[config.mk]
export PLATFORM = sky130hd
export DESIGN_NAME = sat_counter8
export DESIGN_NICKNAME = d
export VERILOG_FILES = /design/src/rtl/sat_counter8.sv
export SDC_FILE = /design/constraint.sdc
export NUM_CORES = 1
export LEC_CHECK = 0
export CORE_AREA = 5 5 42 44
export CTS_BUF_LIST = sky130_fd_sc_hd__clkbuf_4 sky130_fd_sc_hd__clkbuf_8
export CTS_CLUSTER_SIZE = 12
export DETAILED_ROUTE_END_ITERATION = 7
export DIE_AREA = 0 0 47 49
export GPL_TIMING_DRIVEN = 0
export PLACE_DENSITY = 0.56
export SLEW_MARGIN = 20
export SYNTH_ARGS = -nofsm -noshare
export SYNTH_HDL_FRONTEND = slang
export SYNTH_SLANG_ARGS = --single-unit
[constraint.sdc]
create_clock -name clk_i -period 1.7 [get_ports clk_i]
set_input_delay 0.34 -clock clk_i [delete_from_list [all_inputs] [get_ports clk_i]]
set_output_delay 0.34 -clock clk_i [all_outputs]
set_load 0.01 [all_outputs]
[src/rtl/sat_counter8.sv]
// 8-bit event counter that sticks at FF; clear beats increment.
module sat_counter8 (
    input  logic       clk_i,
    input  logic       rst_ni,
    input  logic       clr_i,
    input  logic       inc_i,
    output logic [7:0] cnt_o
);

    logic [7:0] cnt_q, cnt_d;

    always_comb begin
        cnt_d = cnt_q;
        if (clr_i) begin
            cnt_d = 8'h00;
        end else if (inc_i && (cnt_q != 8'hFF)) begin
            cnt_d = cnt_q + 8'd1;
        end
    end

    always_ff @(posedge clk_i) begin
        if (!rst_ni) begin
            cnt_q <= 8'h00;
        end else begin
            cnt_q <= cnt_d;
        end
    end

    assign cnt_o = cnt_q;

endmodule

==> metrics.log, run 1 <==
INFO  metric number_of_global_route_vias_before_repair = approximately 400
INFO  metric antenna_found_initial = 0
INFO  metric post_drt_via_cell_ratio = approximately 5.0
INFO  metric timing_hold_violations_final = 0
INFO  metric layout-area-overhead-vs-synth = 36.5%
INFO  metric detail_route.wl_per_cell = between 10 and 15 um
INFO  metric clockBufferDepth = 2
INFO  metric pre_antenna_drt_iters = 3
INFO  metric route.final.wire_length = 925 um
INFO  metric final.setup_skew = a little under 0.006 ns
INFO  metric postSynthAreaPerCell = 9.17 um^2
INFO  metric post_route_cells_drive_above_1_share = around an eighth
INFO  metric globalRouteTotalUtil = 9.73%
INFO  metric crit_required = 1.36 ns
INFO  metric synth-seq-cells = 8
INFO  metric xor_xnor_share_of_the_synthesized_area = 0%
INFO  metric dp_hpwl = between 600 and 700 um
INFO  metric layoutNonFillerInstCount = 76
INFO  metric vdd_drop_max = 0.544 mV
INFO  metric power_after_layout = between 300 and 400 uW
INFO  metric slowest_delay = between 0.5 and 0.6 ns
INFO  metric slew_viol_final = 0
INFO  metric antenna_left = 0
INFO  metric largest_family_of_logic_cells_by_synthesized_area = simple AND/OR/NAND/NOR gates
INFO  metric register_cell_area_after_layout = approximately 160 um^2
INFO  metric initialDrtViolationCount = 8
INFO  metric crit_buf_inv = 1
INFO  metric design.die.area = 0.00230 mm^2
INFO  metric fp.dieH = 49 um
INFO  metric max_freq = just over 0.6 GHz
INFO  metric number_of_standard_cell_rows_in_the_floorplan = 14
INFO  metric filler_cell_count = between 150 and 200
INFO  metric yosys_warnings = 0
INFO  metric io_buffers = 11
INFO  metric gr-total-overflow = 0
INFO  metric yosys.area_share.adder = under 10%
INFO  metric die_width = approximately 47 um
INFO  metric powerDensity = ~630 mW/mm^2
INFO  metric cpMaxStageDelayCell = clkdlybuf4s50_1
INFO  metric leakage = 0.000207 uW
INFO  metric wire_length_of_the_first_global_routing_pass = roughly 1600 um
INFO  metric finalNetCount = between 60 and 70
INFO  metric ys_types = 19
INFO  metric antennaDiodeCount = 0
INFO  metric cts_tree = done
INFO  metric mux_contribution_to_synthesized_area = under 10%
INFO  metric post_synth_inst_count = 46
INFO  metric criticalPathCategory = flop to primary output
INFO  metric cts_root_buffer = clkbuf_4
INFO  metric period_needed = around 1.6 ns
INFO  metric worst_min_delay_path_class = flop to flop
INFO  metric clk_transition_reported_paths = approximately 0.05 ns
INFO  metric finalSetupViolCount = 0
INFO  metric number_of_maximum_capacitance_violations = 0
INFO  metric hold_ws = between 0.5 and 0.6 ns
INFO  metric htree_levels = 1
INFO  metric residual_drc = 0
INFO  metric cp-end-kind = primary output
INFO  metric postCtsHoldBufs = 0
INFO  metric path_delay_family = buffers and inverters
INFO  metric grt_setup_unrepaired = no
INFO  metric synth-seq-area-share = a little under two fifths
INFO  metric num_vias = 380
INFO  metric place_inst = 73
INFO  metric cts-buffers-inserted = 3
INFO  metric tightestPinTransition = 0.519 ns
INFO  metric final_min_period_over_clock_period = between 90 and 100%
INFO  metric cp_max_fo = 8
INFO  metric grt_max_degree = 10
INFO  metric largest_reg_flops = 8
INFO  metric multiInputGateArea = approximately 260 um^2
INFO  metric design.core.area = approximately 0.0014 mm^2
INFO  metric worstSkewPairLatency = between 0.2 and 0.3 ns
INFO  metric outcome = complete, no violations
INFO  metric gp_congestion = 0.672
INFO  metric slew_headroom = 65.3%
INFO  metric clock_sinks = 8
INFO  metric crit_arrival = about 1.3 ns
INFO  metric synth_compound_gate_area_share = between 10% and 20%
INFO  metric ios = 12
INFO  metric synth.cell_area = 422 um^2
INFO  metric startpoint_class = flop
INFO  metric setup_total_negative_slack = 0 ns
INFO  metric initial_core_util = 30.1%
INFO  metric synth-simple-area-share = about a third
INFO  metric worstPathCellList = clkdlybuf4s50_1
INFO  metric finish.utilization = around two fifths
INFO  metric synth.net_count = a little over 50
-- layout by cell type (no fill, tap or decap) --
| cell type | netlist | final |
|---|---|---|
| nand4_1 | 1 | 1 |
| a21oi_1 | 5 | 5 |
| nor3_1 | 2 | 2 |
| nand2b_1 | 3 | 3 |
| o21ai_0 | 2 | 2 |
| mux2i_1 | 3 | 3 |
| and4_1 | 4 | 4 |
| dfxtp_1 | 8 | 7 |
| a311oi_1 | 1 | 1 |
| nor2b_2 | 1 | 1 |
| and4_4 | 1 | 1 |
| nand3_1 | 1 | 1 |
| a31oi_1 | 2 | 2 |
| and3_1 | 1 | 1 |
| ha_1 | 1 | 1 |
| a211oi_2 | 1 | 1 |
| a21boi_2 | 1 | 1 |
| clkbuf_4 | 0 | 3 |
| clkdlybuf4s50_1 | 0 | 11 |
| dfxtp_2 | 0 | 1 |
| nor2b_1 | 3 | 3 |
| nand2_1 | 5 | 5 |
-- power by group --
group | internal (uW) | total [uW] | switching (uW) | leakage [uW]
combinational | 14.1 | 24.4 | 10.4 | 0.000128
clock | 80.7 | 144 | 63.4 | 0.0000138
sequential | 189 | 192 | 2.26 | 0.0000651
-- what timing repair did --
item / in CTS / in global routing
setup buffers: 0 / 0
endpoints found under the setup margin: 0 / 1
gates resized for setup: 0 / 1
-- cell type report --
| type | count | area share, % |
|---|---|---|
| Sequential cell | 8 | 28.0 |
| Multi-Input combinational cell | 38 | 45.4 |
| Clock buffer | 3 | 3.91 |
| Tap cell | 16 | 3.48 |
| Timing Repair Buffer | 11 | 19.1 |
-- synthesized netlist by cell type --
| cell | n | area (um^2) |
|---|---|---|
| dfxtp_1 | 8 | 160 |
| a21oi_1 | 5 | 25.0 |
| nand2_1 | 5 | 18.8 |
| and4_1 | 4 | 35.0 |
| mux2i_1 | 3 | 30.0 |
| nand2b_1 | 3 | 18.8 |
| nor2b_1 | 3 | 18.8 |
| a31oi_1 | 2 | 12.5 |
| nor3_1 | 2 | 10.0 |
| o21ai_0 | 2 | 10.0 |
| a211oi_2 | 1 | 12.5 |
| a21boi_2 | 1 | 11.3 |
| a311oi_1 | 1 | 8.76 |
| and3_1 | 1 | 6.26 |
| and4_4 | 1 | 11.3 |
| ha_1 | 1 | 12.5 |
| nand3_1 | 1 | 5.00 |
| nand4_1 | 1 | 6.26 |
| nor2b_2 | 1 | 8.76 |
-- logic make-up (layout without fill, tap and decap cells) --
| kind of cell | Yosys count | after routing |
|---|---|---|
| and+or+nand+nor | 22 | 22 |
| AOI/OAI and AO/OA | 12 | 12 |
| DFF | 8 | 8 |
| muxes | 3 | 3 |
| adders and majority gates | 1 | 1 |
| buffers and inverters | 0 | 14 |
-- through the flow --
step                cell area (um^2)  setup slack [ns]
floorplan                        422             0.419
global placement                 552            0.0406
detailed placement               552            0.0581
CTS                              574            0.0455
global route                     576           0.00722
finish                           576            0.0803
-- worst paths after layout --
path | from | endpoint | slack, ns | depth (start not counted)
worst max-delay path | cnt_o[3] | cnt_o[3] | 0.08 | 1
worst min-delay path | cnt_o[1] | cnt_o[1] | 0.51 | 2
worst min register to register | cnt_o[1] | cnt_o[1] | 0.51 | 2
worst max register to register | cnt_o[0] | cnt_o[5] | 0.36 | 4
-- per-layer routing --
layer / wire [um] / GRT usage, %
met1: 440 / 12.1
met2: 437 / 14.0
met3: 48 / 5.54
met4: 0 / 2.76
met5: 0 / 0
Note: power is estimated with default switching activity, not from simulation.
==> run 2: changes to the inputs <==
CTS_CLUSTER_SIZE = 8   (was 12)
HOLD_SLACK_MARGIN = 0.08   (was unset)
==> results of run 2 <==
The final DEF is identical to that of run 1; final timing and power are the same.
==> variant 1: new RTL, flow settings as in run 2 <==
Add an input register stage for `clr_i` and `inc_i`; this delays them by one clock.
--- a/src/rtl/sat_counter8.sv
+++ b/src/rtl/sat_counter8.sv
@@ -9,2 +9,10 @@
 
+    logic clr_q;
+    logic inc_q;
+
+    always_ff @(posedge clk_i) begin
+        clr_q <= clr_i;
+        inc_q <= inc_i;
+    end
+
     logic [7:0] cnt_q, cnt_d;
@@ -13,5 +21,5 @@
         cnt_d = cnt_q;
-        if (clr_i) begin
+        if (clr_q) begin
             cnt_d = 8'h00;
-        end else if (inc_i && (cnt_q != 8'hFF)) begin
+        end else if (inc_q && (cnt_q != 8'hFF)) begin
             cnt_d = cnt_q + 8'd1;
Function: changed (a bounded check fails within 4 cycles, from zero or initial values).
==> variant 1 against run 2 <==
Routed wire length increased by 4.6%. Register-to-register slack about the same. Design area increased by 9.6%. Clock skew decreased by 0.0037 ns. Die area unchanged. Cell count increased by 3.9%. Worst setup slack improved by 0.010 ns. Maximum frequency increased by 0.62%. Sequential power increased by 27%. Critical path depth unchanged. First-iteration DRC count decreased by 38%. Power increased by 32%. Critical path type unchanged. Area after synthesis increased by 9.5%. Sequential cell count increased by 2.
==> variant 1: results (changes against run 2) <==
[finish]
final_cell_area_sq_um=631  ; +9.6%
multi_input_area_share_pct=41.5  ; -4.0 points
fillers=154  ; +2.0%
nClkBuffers=4  ; +1
clock_tree_area_fraction_pct=5.75  ; +1.8 points
regArea_sq_um=203  ; +26%
layout.cells.non_filler=79  ; +3.9%
seq_cells=10  ; +2
drive_gt1_share_pct=15.9  ; +2.5 points
layout.nets=69  ; +3.0%

[yosys]
seq_area_frac_synth_pct=43.4  ; +5.4 points
ys_top_cells_by_area=dfxtp_1 43%, and4_1 7.6%, mux2i_1 6.5%, a21oi_1 5.4%, nand2_1 4.1%
ys_top_cells_by_count=10 x dfxtp_1, 5 x a21oi_1, 5 x nand2_1
syn_inst=48  ; +4.3%
synth_nets=53  ; +3.9%
synth_top_area_share_pct=43.4  ; +5.4 points

[timing]
max_slew_margin_pct=63.8  ; -1.6 points
max_freq_ghz=0.621  ; +0.62%
finalClockSkew_ns=0.00206  ; -0.00373 ns

[placed_design]
gp_congestion=0.729  ; +8.6%
dp.cells=75  ; +2.7%
place_area_sq_um=592  ; +7.3%

[setup_path]
crit_end=cnt_o[2]
critPathLaunch=cnt_o[2]$_SDFFE_PP0P_
critical_path_peak_fanout=7  ; -1

[pwr]
ir_drop_mv=0.486  ; -11%
switching_power_uw=94.3  ; +24%
leakagePower_uw=0.000232  ; +12%

[route]
drt_wl_total_um=968  ; +4.6%
viasPerCell=5.22  ; +4.3%
drtIter0Drc=5  ; -3

[status]
status=finished clean

[worst_hold_path]
whs_path_depth=1  ; -1
worstHoldStart=cnt_o[3]$_SDFFE_PP0P_
hold_end=cnt_o[3]$_SDFFE_PP0P_

[grt]
grt_use_met2_pct=13.1  ; -0.90 points
grt_pass1_wl_mm=1.56  ; -5.1%
met1_usage_pct=11.9  ; -0.27 points
antenna_found_initial=0  ; unchanged
grt_pass1_vias=370  ; -6.3%

[clock_tree]
clk_pin_slew_ns=0.07  ; +0.02 ns

[variant 1: changes by cell type in the layout (fill, tap and decap cells not counted)]
| cell | change |
|---|---|
| dfxtp_1 | +1 |
| dfxtp_2 | +1 |
| clkbuf_8 | +1 |
[variant 1: power groups by stage]
| stage | sequential (uW) | combinational [uW] | clock [uW] |
|---|---|---|---|
| floorplan | 248 | 10.1 | 0 |
| global placement | 248 | 22.9 | 0 |
| CTS | 243 | 23.2 | 223 |
| global route | 244 | 25.2 | 235 |
| finish | 243 | 23.1 | 211 |
| detailed placement | 248 | 23.2 | 0 |
[variant 1: metal layers]
metal  wire length, um  up-vias
li1                  -      214
met1               461      184
met2               421       12
met3                74        2
met4                10        0
met5                 0        -
[variant 1: logic make-up (layout without fill, tap and decap cells)]
logic type | count (synthesis) | count (layout) | synth area share (%)
buf+inv | 0 | 15 | 0
flops | 10 | 10 | 43.4
mux | 3 | 3 | 6.50
fa+ha+maj | 1 | 1 | 2.71
simple gates | 22 | 22 | 30.1
compound gates | 12 | 12 | 17.3
==> variant 2: new RTL, config.mk and constraints of run 2 <==
Made on the original files. Reset style: asynchronous (`rst_ni`), changed in one clocked block.
--- a/src/rtl/sat_counter8.sv
+++ b/src/rtl/sat_counter8.sv
@@ -20,3 +20,3 @@
 
-    always_ff @(posedge clk_i) begin
+    always_ff @(posedge clk_i or negedge rst_ni) begin
         if (!rst_ni) begin
Formal check against the unedited RTL: differs if rst_ni is asserted again (counterexample within 4 cycles, from zero or initial values and one cycle with rst_ni low); with rst_ni held inactive, the same outputs for 10 cycles.
==> variant 2 against run 2 <==
Sequential cell count is the same. Register-to-register slack worse by 0.28 ns. Cell count is 2.6% higher. Worst setup slack gained 0.0045 ns. Non-clock buffer count is 1 higher. Critical path depth grew 3. Area after synthesis up 10%. Design area rose by 6.5%. Power up 8.7%. Routed wire length increased by 13%. Maximum frequency rose by 0.28%. Critical endpoint is now cnt_o[0]$_DFFE_PN0P_. Largest cell class unchanged. Largest power group unchanged.
==> variant 2: results (changes against run 2) <==
[status]
status=finished clean

[grt]
grt_pass1_vias=371  ; -6.1%
grt_start_max_net_pins=11  ; +1
grt_pass1_wl_mm=1.73  ; +5.4%

[placed_design]
dpl_worst_slack_ns=-0.0301  ; -0.0881 ns
place_area_sq_um=584  ; +5.9%
gp_congestion=0.738  ; +9.9%
portBuffers=10  ; -1
dp.cells=75  ; +2.7%
post-dp-hpwl_um=754  ; +9.7%

[timing]
post-route-min-period_ns=1.62  ; -0.00454 ns
finalClockSkew_ns=0.00496  ; -0.000826 ns
max_slew_margin_pct=73.6  ; +8.3 points
whs_ns=0.369  ; -0.139 ns

[finish]
multi_input_gates=37  ; -2.6%
drive_gt1_share_pct=16.1  ; +2.8 points
fillers=147  ; -2.6%
clock_tree_area_fraction_pct=3.67  ; -0.24 points
buffer_area_share_pct=17.8  ; -1.4 points
multi_input_area_sq_um=254  ; -2.9%
final_cell_area_sq_um=613  ; +6.5%
n_all_inverters=2  ; +2
regArea_sq_um=200  ; +24%
layout.nets=69  ; +3.0%
n_all_buffers=12  ; +1

[route]
viasPerCell=5.15  ; +3.1%
drt_wl_total_mm=1.05  ; +13%
detail_route.first_pass.iterations=4  ; +1
avgRoutedWirePerCell_um=13.4  ; +10%
drtIter0Drc=5  ; -3

[yosys]
ys_top_cells_by_count=8 x dfrtp_1, 4 x nor3_1, 3 x a21oi_1, 3 x nand2b_1, 3 x nor2b_1
seq_area_frac_synth_pct=43.1  ; +5.1 points
synth_nets=54  ; +5.9%
synth_top_area_share_pct=43.1  ; +5.1 points
syn_inst=49  ; +6.5%
ys_top_cells_by_area=dfrtp_1 43%, mux2_2 4.9%, nor3_1 4.3%, nand2b_1 4.0%, nor2b_1 4.0%
async_flop_share_pct=100  ; +100 points

[setup_path]
cpMaxStageDelayCell=dfrtp_1
r2r-end=cnt_o[0]$_DFFE_PN0P_
path_delay_family=flip-flops
regToRegStartpoint=cnt_o[0]$_DFFE_PN0P_
critical_path_peak_fanout=7  ; -1
worstPathArrival_ns=1.75  ; +0.47 ns
r2r_slack_ns=0.08  ; -0.28 ns
slowest_delay_ns=0.43  ; -0.15 ns

[pwr]
ir_drop_mv=0.408  ; -25%
leakagePower_uw=0.000238  ; +15%

[clock_tree]
clk_pin_slew_ns=0.06
clock_path_buffers=2  ; unchanged

[worst_hold_path]
hold_path_class=in -> async

==> variant 2: changes by cell type after synthesis, sizes merged, moves of 3 or more <==
cell,run 2,this run
nand2,5,2
and4,5,2
dfxtp,8,0
dfrtp,0,8
==> variant 2: power breakdown <==
part | total (uW) | internal [uW] | switching [uW]
Sequential | 202 | 195 | 7.06
Clock | 145 | 80.8 | 64.4
Combinational | 44.0 | 22.9 | 21.1
==> variant 2: logic make-up (layout without fill, tap and decap cells) <==
group,Yosys count,count (layout),synth area share (%)
multiplexers,3,3,7.01
adder cells (fa/ha/maj),1,1,2.69
flip-flops,8,8,43.1
AO/OA/AOI/OAI,9,9,12.7
buffers and inverters,4,17,3.50
AND/OR/NAND/NOR,24,24,31.0
==> variant 2: layer usage <==
layer	share of wire [%]	track usage, %
met4	1.1	4.15
met1	48	14.3
met5	0	0
met2	45	13.8
met3	6.4	5.54
